`config.mk`:
```
export PLATFORM = sky130hd
export DESIGN_NAME = modadd_rr_sched_flat
export DESIGN_NICKNAME = d
export VERILOG_FILES = /design/src/rtl/modadd_rr_sched_pkg.sv /design/src/rtl/modadd_rr_sched_if.sv /design/src/rtl/modadd_rr_sched_rr_pick.sv /design/src/rtl/modadd_rr_sched.sv /design/src/flat_wrapper.sv
export SDC_FILE = /design/constraint.sdc
export NUM_CORES = 1
export LEC_CHECK = 0
export ABC_CLOCK_PERIOD_IN_PS = 7400
export CAP_MARGIN = 20
export CORE_MARGIN = 2
export CORE_UTILIZATION = 32
export DETAILED_ROUTE_END_ITERATION = 8
export PLACE_DENSITY = 0.56
export SLEW_MARGIN = 20
export SYNTH_ARGS = -nofsm -noshare
export SYNTH_HDL_FRONTEND = slang
export SYNTH_SLANG_ARGS = --single-unit
```
`constraint.sdc`:
```
create_clock -name clk -period 7.4 [get_ports clk]
set_clock_uncertainty 0.15 [all_clocks]
set_input_delay 1.11 -clock clk [delete_from_list [all_inputs] [get_ports clk]]
set_output_delay 1.11 -clock clk [all_outputs]
set_load 0.02 [all_outputs]
```
`src/rtl/modadd_rr_sched_pkg.sv`:
```
// Shared constants for the round-robin modular-add scheduler.
// The op encodings exist only when MODADD_SCHED_SUB_EN is defined.
package modadd_rr_sched_pkg;

    localparam int unsigned DATA_WIDTH_DEF = 12;
    localparam logic [11:0] KYBER_Q        = 12'd3329;

`ifdef MODADD_SCHED_SUB_EN
    localparam logic OP_ADD = 1'b0;
    localparam logic OP_SUB = 1'b1;
`endif

endpackage

```
`src/rtl/modadd_rr_sched_if.sv`:
```
// Requester/response bundle of the scheduler; master = lane side, slave = scheduler.
// req_op/rsp_op are present only when MODADD_SCHED_SUB_EN is defined.
interface modadd_rr_sched_if #(
    parameter int NUM_REQ    = 4,
    parameter int DATA_WIDTH = 12
);
    localparam int ID_W = $clog2(NUM_REQ);

    logic [NUM_REQ-1:0]            req_valid;
    logic [NUM_REQ-1:0]            req_ready;
    logic [NUM_REQ*DATA_WIDTH-1:0] req_x;
    logic [NUM_REQ*DATA_WIDTH-1:0] req_y;
    logic                          rsp_valid;
    logic                          rsp_ready;
    logic [DATA_WIDTH-1:0]         rsp_z;
    logic [ID_W-1:0]               rsp_id;
`ifdef MODADD_SCHED_SUB_EN
    logic [NUM_REQ-1:0]            req_op;
    logic                          rsp_op;
`endif

`ifdef MODADD_SCHED_SUB_EN
    modport master (
        output req_valid, req_x, req_y, req_op, rsp_ready,
        input  req_ready, rsp_valid, rsp_z, rsp_id, rsp_op
    );
    modport slave (
        input  req_valid, req_x, req_y, req_op, rsp_ready,
        output req_ready, rsp_valid, rsp_z, rsp_id, rsp_op
    );
`else
    modport master (
        output req_valid, req_x, req_y, rsp_ready,
        input  req_ready, rsp_valid, rsp_z, rsp_id
    );
    modport slave (
        input  req_valid, req_x, req_y, rsp_ready,
        output req_ready, rsp_valid, rsp_z, rsp_id
    );
`endif

endinterface

```
`src/rtl/modadd_rr_sched_rr_pick.sv`:
```
// Combinational round-robin picker: first set request at or after ptr_i, wrapping.
module modadd_rr_sched_rr_pick #(
    parameter int NUM_REQ = 4,
    parameter int ID_W    = $clog2(NUM_REQ)
) (
    input  logic [NUM_REQ-1:0] req_i,
    input  logic [ID_W-1:0]    ptr_i,
    output logic [NUM_REQ-1:0] grant_o,
    output logic [ID_W-1:0]    idx_o,
    output logic               any_o
);

    logic [ID_W:0]   candSum;
    logic [ID_W-1:0] cand;

    always_comb begin
        grant_o = '0;
        idx_o   = '0;
        any_o   = 1'b0;
        candSum = '0;
        cand    = '0;
        for (int k = 0; k < NUM_REQ; k++) begin
            candSum = {1'b0, ptr_i} + (ID_W+1)'(k);
            if (candSum >= (ID_W+1)'(NUM_REQ)) begin
                candSum = candSum - (ID_W+1)'(NUM_REQ);
            end
            cand = candSum[ID_W-1:0];
            if (!any_o && req_i[cand]) begin
                any_o         = 1'b1;
                grant_o[cand] = 1'b1;
                idx_o         = cand;
            end
        end
    end

endmodule

```
`src/rtl/modadd_rr_sched.sv`:
```
// Round-robin scheduler sharing a two-stage modular adder (mod Q) among NUM_REQ lanes.
// Define MODADD_SCHED_SUB_EN to add per-request add/subtract selection.
module modadd_rr_sched
    import modadd_rr_sched_pkg::*;
#(
    parameter int DATA_WIDTH = DATA_WIDTH_DEF,
    parameter int NUM_REQ    = 4,
    parameter int Q          = int'(KYBER_Q)
) (
    input  logic clk,
    input  logic rst,
    modadd_rr_sched_if.slave bus
);

    localparam int                  ID_W = $clog2(NUM_REQ);
    localparam logic [DATA_WIDTH:0] QW   = (DATA_WIDTH+1)'(Q);

    logic                  adv;
    logic                  xfer;
    logic                  anyReq;
    logic [NUM_REQ-1:0]    grant;
    logic [ID_W-1:0]       grantIdx;
    logic [DATA_WIDTH-1:0] selX;
    logic [DATA_WIDTH-1:0] selY;
    logic [DATA_WIDTH:0]   sumW;
    logic [DATA_WIDTH-1:0] redZ;

    logic [ID_W-1:0]       ptr_q, ptr_d;
    logic                  s1Valid_q, s1Valid_d;
    logic [DATA_WIDTH-1:0] s1X_q, s1X_d;
    logic [DATA_WIDTH-1:0] s1Y_q, s1Y_d;
    logic [ID_W-1:0]       s1Id_q, s1Id_d;
    logic                  rspValid_q, rspValid_d;
    logic [DATA_WIDTH-1:0] rspZ_q, rspZ_d;
    logic [ID_W-1:0]       rspId_q, rspId_d;
`ifdef MODADD_SCHED_SUB_EN
    logic                  selOp;
    logic [DATA_WIDTH:0]   diffW;
    logic                  s1Op_q, s1Op_d;
    logic                  rspOp_q, rspOp_d;
`endif

    modadd_rr_sched_rr_pick #(
        .NUM_REQ (NUM_REQ),
        .ID_W    (ID_W)
    ) u_pick (
        .req_i   (bus.req_valid),
        .ptr_i   (ptr_q),
        .grant_o (grant),
        .idx_o   (grantIdx),
        .any_o   (anyReq)
    );

    // The whole pipe moves only when S2 is empty or being drained this cycle.
    assign adv           = !rspValid_q || bus.rsp_ready;
    assign xfer          = anyReq && adv && !rst;
    assign bus.req_ready = grant & {NUM_REQ{adv && !rst}};

    always_comb begin
        selX = '0;
        selY = '0;
`ifdef MODADD_SCHED_SUB_EN
        selOp = OP_ADD;
`endif
        for (int i = 0; i < NUM_REQ; i++) begin
            if (grant[i]) begin
                selX = bus.req_x[i*DATA_WIDTH +: DATA_WIDTH];
                selY = bus.req_y[i*DATA_WIDTH +: DATA_WIDTH];
`ifdef MODADD_SCHED_SUB_EN
                selOp = bus.req_op[i];
`endif
            end
        end
    end

    // Single conditional correction: exact only while both operands are below Q.
    always_comb begin
        sumW = {1'b0, s1X_q} + {1'b0, s1Y_q};
        redZ = (sumW >= QW) ? DATA_WIDTH'(sumW - QW) : sumW[DATA_WIDTH-1:0];
`ifdef MODADD_SCHED_SUB_EN
        diffW = {1'b0, s1X_q} - {1'b0, s1Y_q};
        if (s1Op_q == OP_SUB) begin
            redZ = diffW[DATA_WIDTH] ? DATA_WIDTH'(diffW + QW) : diffW[DATA_WIDTH-1:0];
        end
`endif
    end

    always_comb begin
        ptr_d      = ptr_q;
        s1Valid_d  = s1Valid_q;
        s1X_d      = s1X_q;
        s1Y_d      = s1Y_q;
        s1Id_d     = s1Id_q;
        rspValid_d = rspValid_q;
        rspZ_d     = rspZ_q;
        rspId_d    = rspId_q;
`ifdef MODADD_SCHED_SUB_EN
        s1Op_d     = s1Op_q;
        rspOp_d    = rspOp_q;
`endif
        if (adv) begin
            s1Valid_d  = xfer;
            rspValid_d = s1Valid_q;
            rspZ_d     = redZ;
            rspId_d    = s1Id_q;
`ifdef MODADD_SCHED_SUB_EN
            rspOp_d    = s1Op_q;
`endif
            if (xfer) begin
                ptr_d  = (grantIdx == ID_W'(NUM_REQ-1)) ? '0 : grantIdx + ID_W'(1);
                s1X_d  = selX;
                s1Y_d  = selY;
                s1Id_d = grantIdx;
`ifdef MODADD_SCHED_SUB_EN
                s1Op_d = selOp;
`endif
            end
        end
    end

    always_ff @(posedge clk) begin
        if (rst) begin
            ptr_q      <= '0;
            s1Valid_q  <= 1'b0;
            s1X_q      <= '0;
            s1Y_q      <= '0;
            s1Id_q     <= '0;
            rspValid_q <= 1'b0;
            rspZ_q     <= '0;
            rspId_q    <= '0;
`ifdef MODADD_SCHED_SUB_EN
            s1Op_q     <= 1'b0;
            rspOp_q    <= 1'b0;
`endif
        end else begin
            ptr_q      <= ptr_d;
            s1Valid_q  <= s1Valid_d;
            s1X_q      <= s1X_d;
            s1Y_q      <= s1Y_d;
            s1Id_q     <= s1Id_d;
            rspValid_q <= rspValid_d;
            rspZ_q     <= rspZ_d;
            rspId_q    <= rspId_d;
`ifdef MODADD_SCHED_SUB_EN
            s1Op_q     <= s1Op_d;
            rspOp_q    <= rspOp_d;
`endif
        end
    end

    assign bus.rsp_valid = rspValid_q;
    assign bus.rsp_z     = rspZ_q;
    assign bus.rsp_id    = rspId_q;
`ifdef MODADD_SCHED_SUB_EN
    assign bus.rsp_op    = rspOp_q;
`endif

endmodule

```
`src/flat_wrapper.sv`:
```
// flat-port wrapper written by rule: the top's interface ports become plain ports
module modadd_rr_sched_flat import modadd_rr_sched_pkg::*;
#(
    parameter int DATA_WIDTH = DATA_WIDTH_DEF,
    parameter int NUM_REQ    = 4,
    parameter int Q          = int'(KYBER_Q)
)
  (clk, rst, bus_req_valid, bus_req_x, bus_req_y, bus_rsp_ready, bus_req_ready, bus_rsp_valid, bus_rsp_z, bus_rsp_id);
  modadd_rr_sched_if #(.NUM_REQ(NUM_REQ), .DATA_WIDTH(DATA_WIDTH)) bus_i ();
  input  logic clk;
  input  logic rst;
  input wire logic [$bits(bus_i.req_valid)-1:0] bus_req_valid;
  input wire logic [$bits(bus_i.req_x)-1:0] bus_req_x;
  input wire logic [$bits(bus_i.req_y)-1:0] bus_req_y;
  input wire logic [$bits(bus_i.rsp_ready)-1:0] bus_rsp_ready;
  output wire logic [$bits(bus_i.req_ready)-1:0] bus_req_ready;
  output wire logic [$bits(bus_i.rsp_valid)-1:0] bus_rsp_valid;
  output wire logic [$bits(bus_i.rsp_z)-1:0] bus_rsp_z;
  output wire logic [$bits(bus_i.rsp_id)-1:0] bus_rsp_id;
  assign bus_i.req_valid = bus_req_valid;
  assign bus_i.req_x = bus_req_x;
  assign bus_i.req_y = bus_req_y;
  assign bus_i.rsp_ready = bus_rsp_ready;
  assign bus_req_ready = bus_i.req_ready;
  assign bus_rsp_valid = bus_i.rsp_valid;
  assign bus_rsp_z = bus_i.rsp_z;
  assign bus_rsp_id = bus_i.rsp_id;
  modadd_rr_sched #(.DATA_WIDTH(DATA_WIDTH), .NUM_REQ(NUM_REQ), .Q(Q)) u_core (.clk(clk), .rst(rst), .bus(bus_i));
endmodule
```
==> summary.txt <==
outcome -> finished clean
Setup Slack @ Placement -> 2.17 ns
Residual DRC -> 0
Hold WS -> 0.297 ns
Async S/R FF share, synth -> 0
utilization after layout -> 0.444
sw frac -> 0.463
NetSw -> 0.855 mW
n_diodes -> 0
clock sinks -> 44
total gr overflow -> 0
Comb power frac -> 0.647
final WL -> 11600 um
Worst R2R Path Depth -> 10
Filler cells -> 1198
Critical R2R Capture -> u_core.s1X_q[1]
HPWL after detailed placement -> 9130 um
Setup TNS -> 0 ns
Pwr Density -> 346 mW/mm2
initial antenna violation count -> 0
GRT Total Usage -> 0.176
DR pass1 iterations -> 4
Synth Flop Type -> dfxtp_1
number of global-route vias before repair -> 3682
Critical-path top delay cell -> mux4_2
initial cell density of the core -> 0.327
Crit path largest cell delay -> 0.64 ns
sequential fraction of the synthesis area -> 0.224
CP bufs+invs -> 3
maxcap violations -> 0
Crit Path Max Fanout -> 26
RSZ-0062 raised after global routing -> no
Final Hold Vio Count -> 0
Post-Syn Area -> 0.00393 mm2
cell-internal power -> 0.991 mW
CP Capture Type -> output pin
die footprint -> 0.0132 mm2
Syn Inst Count -> 426
hold depth -> 2
flops & latches, synth -> 44
DP Area -> 0.00516 mm2
Routability Congestion -> 0.849
most frequent CP cell -> clkdlybuf4s50_1
clk_lat worst skew -> 0.29 ns
slew margin rel. -> 0.310
core region area -> 0.0120 mm2
most frequent cells in the layout -> clkdlybuf4s50_1, dfxtp_1, or3_1
share of layout cells above drive strength 1 -> 0.189
CTS tree -> done
clock-pin slew on the worst setup and hold paths -> 0.06 ns
Clk pwr share -> 0.146
port buffer count -> 121
CP startpoint kind -> primary input
TritonCTS buffer count -> 5
HP Class -> reg -> reg
EDFF count, synth -> 0
CTS Buffer Depth -> 2
Max VDD drop -> 0.000176 V
chip height -> 115 um
CTS root buf -> clkbuf_16
CP Cell Sequence -> clkdlybuf4s50_1 -> mux4_2 -> nor2b_4 -> a22oi_1 -> nor2_1 -> a221o_1 -> buf_4 -> and2_1 -> clkdlybuf4s50_1
Sequential Power Share -> 0.207
Pleak -> 1.90 nW
Register-to-Register Setup Slack -> 3.40 ns
CTS-repair resized insts -> 0
cell family with most CP delay -> buffers and inverters
Critical Path RT -> 6.14 ns
Arr. time, crit path -> 3.95 ns
num ports -> 122
Final WS setup -> 2.19 ns
worst hold start -> u_core.bus.rsp_z[0]
row cnt -> 40
global-route wire length before repair -> 18600 um
yosys warns -> 0
die extent in x -> 115 um
Starting DRT DRC Count -> 260
largest net degree at the start of global routing -> 32
fmax -> 0.192 GHz
max-slew violations -> 0
post-DR vias/cell -> 5.57
syn avg cell area -> 9.22 um2
Syn Nets -> 549
# setup viols final -> 0
WL/cell -> 17.2 um
crit path time final -> 5.21 ns
vias -> 3739
WS Path Type -> in -> out
Final Cycle Share -> 0.705
H-tree Lvls -> 2
post-route ant nets -> 0
synth unique cells -> 75
commonest non-fill, non-tap cell in the layout -> clkdlybuf4s50_1
Final Net Count -> 646
Post-CTS Setup Inserts -> 0
Worst-Margin Slew -> 1.03 ns
Hold Path Sink -> u_core.bus.rsp_z[0]
area grow syn2layout -> 35.8%
# hold bufs at CTS -> 0
Final Cell Area -> 0.00533 mm2
## synthesized netlist by cell type, drive strengths merged, types with 3 or more instances
cell / number / area (um2)
dfxtp: 44 / 881
nor3: 32 / 260
or3: 31 / 199
nor2: 30 / 120
a221oi: 29 / 409
a21oi: 26 / 141
o221ai: 26 / 353
buf: 25 / 166
nand2: 25 / 93.8
ha: 19 / 238
o21ai: 14 / 70.1
inv: 11 / 41.3
clkbuf: 10 / 38.8
nand3: 9 / 57.6
o211ai: 6 / 50.1
a211oi: 5 / 42.5
a22oi: 5 / 51.3
nand4: 5 / 31.3
a211o: 4 / 35.0
a22o: 4 / 43.8
and2: 4 / 25.0
and3: 4 / 25.0
nor2b: 4 / 32.5
or2: 4 / 25.0
a32oi: 3 / 26.3
nand2b: 3 / 18.8
xnor2: 3 / 33.8
## stage by stage
step	power (mW)	std cells
CTS	1.86	671
global route	1.99	671
floorplan	1.32	426
global placement	1.57	663
finish	1.85	671
detailed placement	1.59	663
## worst max path at each step
stage / cells after the start / startpoint / endpoint
2_1_floorplan: 9 / bus_req_valid[2] / bus_req_ready[1]
6_report: 9 / bus_req_valid[2] / bus_req_ready[1]
3_3_place_gp: 9 / bus_req_valid[0] / bus_req_ready[1]
5_1_grt: 10 / register / bus_req_ready[1]
3_5_place_dp: 9 / bus_req_valid[2] / bus_req_ready[1]
4_1_cts: 9 / bus_req_valid[2] / bus_req_ready[1]
## power groups by stage
stage               logic, mW  registers (mW)  clock network (mW)
global placement         1.18           0.387                   0
global route             1.31           0.393               0.285
floorplan               0.924           0.397                   0
CTS                      1.20           0.383               0.274
detailed placement       1.20           0.389                   0
finish                   1.20           0.381               0.270
## tightest hold or removal path, stage by stage, from the launching register on
cell and delay, ns:
dfxtp_1 0.31, nand2_1 0.05, o21ai_1 0.05
## cell families (layout without fill, tap and decap cells)
logic type	after synthesis	in the layout	synth area share
xor gates and xnor gates	4	4	0.0108
DFF	44	44	0.224
adders and majority gates	20	20	0.0656
AOI/OAI and AO/OA	144	144	0.365
and+or+nand+nor	164	164	0.255
buffers and inverters	46	144	0.0627
muxes	4	4	0.0166
## state kept, by name, indices dropped and copies added (netlist names), named ones only
signal / count
u_core.bus.rsp_valid: 1
u_core.s1Valid_q: 1
u_core.s1X_q: 12
u_core.s1Id_q: 2
u_core.bus.rsp_z: 12
u_core.s1Y_q: 12
u_core.bus.rsp_id: 2
u_core.ptr_q: 1
## final cells by class
cell class | instances | area [um2] | share of cell area
Clock inverter | 2 | 38.8 | 0.00727
Clock buffer | 6 | 139 | 0.0260
Inverter | 11 | 41.3 | 0.00774
Tap cell | 147 | 184 | 0.0345
Sequential cell | 44 | 881 | 0.165
Timing Repair Buffer | 125 | 1240 | 0.233
Multi-Input combinational cell | 336 | 2810 | 0.527
## routing by layer
metal,vias up,global-route usage,share of wire
met5,-,0,0
met4,0,0.0410,0.013
met3,10,0.0411,0.062
met2,117,0.293,0.47
met1,1730,0.231,0.45
li1,1882,-,-
(Power assumes the default switching activity.)
